### config.mk
export PLATFORM = sky130hd
export DESIGN_NAME = mult_seq_ctrl
export DESIGN_NICKNAME = d
export VERILOG_FILES = /design/src/rtl/mult_seq_pkg.sv /design/src/rtl/mult_seq_ctrl.sv
export SDC_FILE = /design/constraint.sdc
export NUM_CORES = 1
export LEC_CHECK = 0
export CAP_MARGIN = 15
export CORE_ASPECT_RATIO = 0.8
export CORE_MARGIN = 4
export CORE_UTILIZATION = 38
export DETAILED_ROUTE_END_ITERATION = 8
export GPL_ROUTABILITY_DRIVEN = 1
export GPL_TIMING_DRIVEN = 0
export PLACE_DENSITY = 0.68
export SYNTH_ARGS = -nofsm -noshare
export SYNTH_HDL_FRONTEND = slang
export SYNTH_SLANG_ARGS = --single-unit
### constraint.sdc
create_clock -name clk -period 4.9 [get_ports clk]
set_clock_uncertainty 0.15 [all_clocks]
set_input_delay 1.47 -clock clk [delete_from_list [all_inputs] [get_ports clk]]
set_output_delay 1.47 -clock clk [all_outputs]
set_load 0.02 [all_outputs]
### src/rtl/mult_seq_pkg.sv
// Shared types and defaults for the sequential multiplier controller.
// Holds the controller state encoding and default operand width / cycle count.
package mult_seq_pkg;

  localparam int N_DEF  = 8;
  localparam int CC_DEF = N_DEF;

  typedef enum logic [1:0] {
    IDLE  = 2'd0,
    CLEAR = 2'd1,
    RUN   = 2'd2,
    HOLD  = 2'd3
  } state_t;

endpackage

### src/rtl/mult_seq_ctrl.sv
// Controller sequencing one serial (bit-per-cycle) multiplier operation.
// Ports:
//   clk        - clock, all state on the rising edge
//   rst        - synchronous active-low reset
//   in_valid   - operand pair offered
//   in_ready   - operands accepted (IDLE only)
//   in_a       - multiplicand, N bits, presented in parallel
//   in_b       - multiplier, N bits, serialised LSB-first
//   g_input    - multiplicand to the serial multiplier
//   e_input    - current multiplier bit to the serial multiplier
//   mult_rst   - active-high clear pulse to the serial multiplier
//   o_in       - 2N-bit product bus from the serial multiplier
//   out_valid  - product available (HOLD only)
//   out_ready  - consumer accepts product
//   out_data   - captured 2N-bit product
// Build option MULT_SEQ_ZERO_SKIP_EN: an accepted in_b of zero skips the
// multiplier and goes straight to HOLD with a zero product.
module mult_seq_ctrl
  import mult_seq_pkg::*;
#(
  parameter int N  = N_DEF,
  parameter int CC = N
) (
  input  logic           clk,
  input  logic           rst,
  input  logic           in_valid,
  output logic           in_ready,
  input  logic [N-1:0]   in_a,
  input  logic [N-1:0]   in_b,
  output logic [N-1:0]   g_input,
  output logic           e_input,
  output logic           mult_rst,
  input  logic [2*N-1:0] o_in,
  output logic           out_valid,
  input  logic           out_ready,
  output logic [2*N-1:0] out_data
);

  localparam int CW = (CC > 1) ? $clog2(CC) : 1;
  localparam logic [CW-1:0] CNT_LAST = CW'(CC - 1);

  state_t        state;
  logic [N-1:0]  a_q;
  logic [N-1:0]  b_q;
  logic [CW-1:0] cnt;
  logic [CW-1:0] cnt_nxt;

  assign cnt_nxt = cnt + 1'b1;

  always_ff @(posedge clk) begin
    if (!rst) begin
      state     <= IDLE;
      cnt       <= '0;
      a_q       <= '0;
      b_q       <= '0;
      in_ready  <= 1'b0;
      out_valid <= 1'b0;
      out_data  <= '0;
      g_input   <= '0;
      e_input   <= 1'b0;
      mult_rst  <= 1'b1;
    end else begin
      unique case (state)
        IDLE: begin
          mult_rst <= 1'b0;
          g_input  <= '0;
          e_input  <= 1'b0;
          if (in_valid && in_ready) begin
            a_q      <= in_a;
            b_q      <= in_b;
            in_ready <= 1'b0;
`ifdef MULT_SEQ_ZERO_SKIP_EN
            // Zero multiplier: product is known, bypass the multiplier.
            if (in_b == '0) begin
              state     <= HOLD;
              out_valid <= 1'b1;
              out_data  <= '0;
            end else begin
              state    <= CLEAR;
              mult_rst <= 1'b1;
            end
`else
            state    <= CLEAR;
            mult_rst <= 1'b1;
`endif
          end else begin
            // Ready rises one cycle after reset or a drained HOLD.
            in_ready <= 1'b1;
          end
        end
        CLEAR: begin
          state    <= RUN;
          mult_rst <= 1'b0;
          cnt      <= '0;
          g_input  <= a_q;
          e_input  <= b_q[0];
        end
        RUN: begin
          if (cnt == CNT_LAST) begin
            // o_in already includes the last bit presented this cycle.
            out_data  <= o_in;
            out_valid <= 1'b1;
            state     <= HOLD;
            cnt       <= '0;
            g_input   <= '0;
            e_input   <= 1'b0;
          end else begin
            cnt     <= cnt_nxt;
            e_input <= b_q[cnt_nxt];
          end
        end
        HOLD: begin
          if (out_ready) begin
            out_valid <= 1'b0;
            in_ready  <= 1'b1;
            state     <= IDLE;
          end
        end
        default: begin
          state <= IDLE;
        end
      endcase
    end
  end

endmodule

# After elaboration in Yosys (flattened, before gate mapping)
# Index checks and enable logic that the tools add are counted.
# totals
regBits,49
output_inout_bits,28
word_cells,52
# op_classes
n_eq_ne,7
n_lt_le_gt_ge,1
n_addsub,1
reduce_logical,13
n_mux,20
# op_table
op,count
$pmux W8 S3,1
$mux W8,1
$pmux W2 S4,1
$reduce_and A2 Y1,4
$reduce_bool A2 Y1,4
$mux W1,7
$mux W2,3
$ne A2 B2 Y1 const B,3
$pmux W1 S2,3
$pmux W3 S2,1
$reduce_and A3 Y1,2
$eq A2 B2 Y1 const B,2
$lt A3 B4 Y1 const B,1
$add A3 B1 Y3 const B,1
$bmux W1 S3,1
$eq A3 B3 Y1 const B,1
$mux W3,1
$pmux W1 S3,1
$reduce_bool A3 Y1,1
$eq A2 B1 Y1 const B,1
$logic_not A2 Y1,1
$logic_and A1 B1 Y1,1

# Depth between registers and ports, before layout
# logic_depth
ltp_word,5
mapped_depth,7
depth_no_buf,6

# Worst setup path before layout
# No wires, ideal clock.
# synth_path
path_type,input -> register
start,input port in_valid
end,register state[1]
cell_stages,4
t_arrival_ns,2.108
path_slack_ns,2.526
setup_ns,0.116
n_path_buf,0
required_time_ns,4.634
path_cell_list,nand2_1 > a211oi_4 > mux2i_1 > nor2b_1
# synth_between
elab_chain_len,3
# synth_lines
item,line,text
start: declaration,mult_seq_ctrl.sv:26,"input logic in_valid,"
$logic_and A1 B1 Y1,mult_seq_ctrl.sv:68,if (in_valid && in_ready) begin
$ne A2 B2 Y1 (no source line),-,
$reduce_and A3 Y1 (no source line),-,
end signal: assignment,mult_seq_ctrl.sv:83,state <= CLEAR;
end signal: assignment,mult_seq_ctrl.sv:92,state <= RUN;
end signal: assignment,mult_seq_ctrl.sv:103,state <= HOLD;
end: declaration,mult_seq_ctrl.sv:42,state_t state;
# Every way passes these cells.
# A chain may end at the register's enable or synchronous reset.

# Final worst setup path
# layout_path
start,register in_ready
end,output port in_ready
# layout_lines
item,line,text
start: declaration,mult_seq_ctrl.sv:27,"output logic in_ready,"
start signal: assignment,mult_seq_ctrl.sv:56,in_ready <= 1'b0;
start signal: assignment,mult_seq_ctrl.sv:71,in_ready <= 1'b0;
start signal: assignment,mult_seq_ctrl.sv:88,in_ready <= 1'b1;
# No word-level cell between the ends.

==> qor.yml <==
clock_tree.root_cell: "clkbuf_8"
drtIter0Drc: 53
num_antenna_cells: 0
synth_top_area_share: 0.4606
rsz0062_at_grt: "no"
ys_seq_area_frac: 0.4606
clock_path_buffers: 2
vias_per_cell: 4.531
end_kind: "output port"
synth_cell_types: 32
synth_top_family_by_area: "simple AND/OR/NAND/NOR gates"
timing.setup.tns_ns: 0
detailedRoute.firstPassIterationCount: 4
clk_pin_slew_ns: 0.08
path_class: "flip-flop to output port"
start_kind: "flip-flop"
whs_ns: 0.3011
synthAdderAreaFrac: 0.03525
portBuffers: 62
reg2reg_slack_ns: 3.05
drive_gt1_frac: 0.1111
filler_cell_count: 535
synth_top_area_cell: "dfxtp_1"
ir_drop_mv: 0.1411
relSlewSlack: 0.6576
grt_pass1_vias: 1704
htreeDepth: 2
crit_chain: "clkdlybuf4s50_1"
ys_top_cells_by_area: "dfxtp_1 (46%), nand2_1 (13%), a21boi_0 (9.9%)"
cts_tree: "yes"
clkPwrFrac: 0.236
synth_compound_area_frac: 0.2068
dr_total_vias: 1740
syn2layout_area_growth_pct: 37.96
ant_nets: 0
cp_max_fo: 4
hold_path_class: "flip-flop to flip-flop"
grt_start_max_net_pins: 15
muxShareOfSynthArea: 0.02938
cp_top_family: "buffers and inverters"
io_pins: 64
syn-num-nets: 279
arrival_ns: 1.30
p_leak_nw: 0.9979
power_density_nw_per_um2: 347.7
routed_wl_mm: 4.762
tightest_slew_ns: 0.5136
final_common_cell: "nand2_1"
die_height_um: 74.96
synth.cell_area_um2: 2130
finalPower_mw: 1.021
comb_power_share: 0.313
critPathRequiredTime_ns: 3.28
drv_slew: 0
layout_common_cells: "nand2_1 (74), clkdlybuf4s50_1 (62), dfxtp_1 (49)"
start_util: 0.3918
finalCriticalPeriod_ns: 2.925
core_area_um2: 5435
path_buf_inv: 1
nNetsFinal: 348
die_area_um2: 6873
period_share: 0.5968
insertion_delay_ns: 0.30
overflow: 0
die_w_um: 91.70
crit_slowest_cell: "clkdlybuf4s50_1"
yosys.area_share.simple: 0.2233
timing.fmax_mhz: 341.9
yosys_warnings: 0
status: "completed"
cap_viol_max_count: 0
post-route-util: 0.5405
intPower_mw: 0.6883
numCtsBuffers: 5
drcViolationCount: 0
post_cts_buffers: 0
postCtsHoldBufs: 0
power.net_switching_mw: 0.3330
synth-seq-cells: 49
switching_share: 0.3261
cts_resized: 0
gp_congestion: 0.7397
pwr-share-seq: 0.450
synth_cells: 237
rows: 24
avgSynthCellArea_um2: 8.985
hpwl_mm: 3.485
grt_use_total: 0.1431
cts.sinks: 49
synth_xor_xnor_area_share: 0
finalHoldViolations: 0
crit_path_max_incr_delay_ns: 0.63
antenna_found_initial: 0
finalSetupViolCount: 0
wire_per_inst_um: 12.40
grt_pass1_wl_mm: 7.783
## metrics by stage
| stage | std cells | cell area [µm²] | setup WS [ns] |
|---|---|---|---|
| after global routing | 384 | 2938 | 1.916 |
| after floorplan | 237 | 2130 | 2.526 |
| after global placement | 377 | 2848 | 1.983 |
| after detailed placement | 377 | 2848 | 1.946 |
| final | 384 | 2938 | 1.975 |
| after CTS | 384 | 2938 | 1.952 |
## power by group through the flow
stage / combinational, mW / sequential, mW / clock (mW)
after CTS: 0.325 / 0.460 / 0.250
after global placement: 0.319 / 0.469 / 0
after floorplan: 0.219 / 0.473 / 0
after detailed placement: 0.323 / 0.469 / 0
final: 0.320 / 0.460 / 0.241
after global routing: 0.358 / 0.465 / 0.265
## final cells by class
class | instances | area (µm²) | share of cell area
clock inverters | 1 | 7.507 | 0.002555
inverters | 4 | 15.01 | 0.005111
clock buffers | 6 | 82.58 | 0.02811
multi-input cells | 170 | 1054 | 0.3586
flip-flops and latches | 49 | 980.9 | 0.3339
plain buffers | 14 | 80.08 | 0.02726
well taps | 78 | 97.59 | 0.03322
repair buffers | 62 | 620.6 | 0.2112
## sequential cells by signal, indices dropped and copies added, names as in the netlist
register and flops:
state 2, a_q 8, out_data 16, cnt 3
b_q 8, in_ready 1, e_input 1, out_valid 1
g_input 8, mult_rst 1
## final timing paths
kind / from / end / depth (start not counted)
worst min-delay path: out_data[8] / out_data[8] / 2
worst max-delay path: in_ready / in_ready / 1
worst min register to register: out_data[8] / out_data[8] / 2
worst max register to register: cnt[0] / e_input / 4
## metal layers
layer / part of all wire / wire [µm] / global-route usage
met5: 0 / 0 / 0
met4: 0.013 / 60 / 0.05437
met3: 0.047 / 226 / 0.03497
met2: 0.44 / 2119 / 0.2381
met1: 0.49 / 2355 / 0.1836
## Yosys cell counts, drive strengths merged
library cell	instances
nand2	74
inv	4
nor2	8
o21a	1
a211oi	1
mux4	1
and2	1
o21ai	1
and2b	1
nor3b	1
a21boi	43
dfxtp	49
nand3	13
nor2b	3
a21oi	4
nand3b	1
o2111ai	1
o31ai	1
buf	8
o221a	1
nand2b	4
mux2i	4
ha	6
clkbuf	6
## tightest hold or removal path: cells and delay by family, from the launching register on
family | cells | cell delay, ns
simple gates | 1 | 0.05
compound gates | 1 | 0.05
flops | 1 | 0.31
## cell families (layout without fill, tap and decap cells)
group | count (synthesis) | after routing
AND/OR/NAND/NOR | 106 | 106
AO/OA/AOI/OAI | 53 | 53
flip-flops | 49 | 49
buffers and inverters | 18 | 87
adder cells (fa/ha/maj) | 6 | 6
multiplexers | 5 | 5
(Power assumes the default switching activity.)
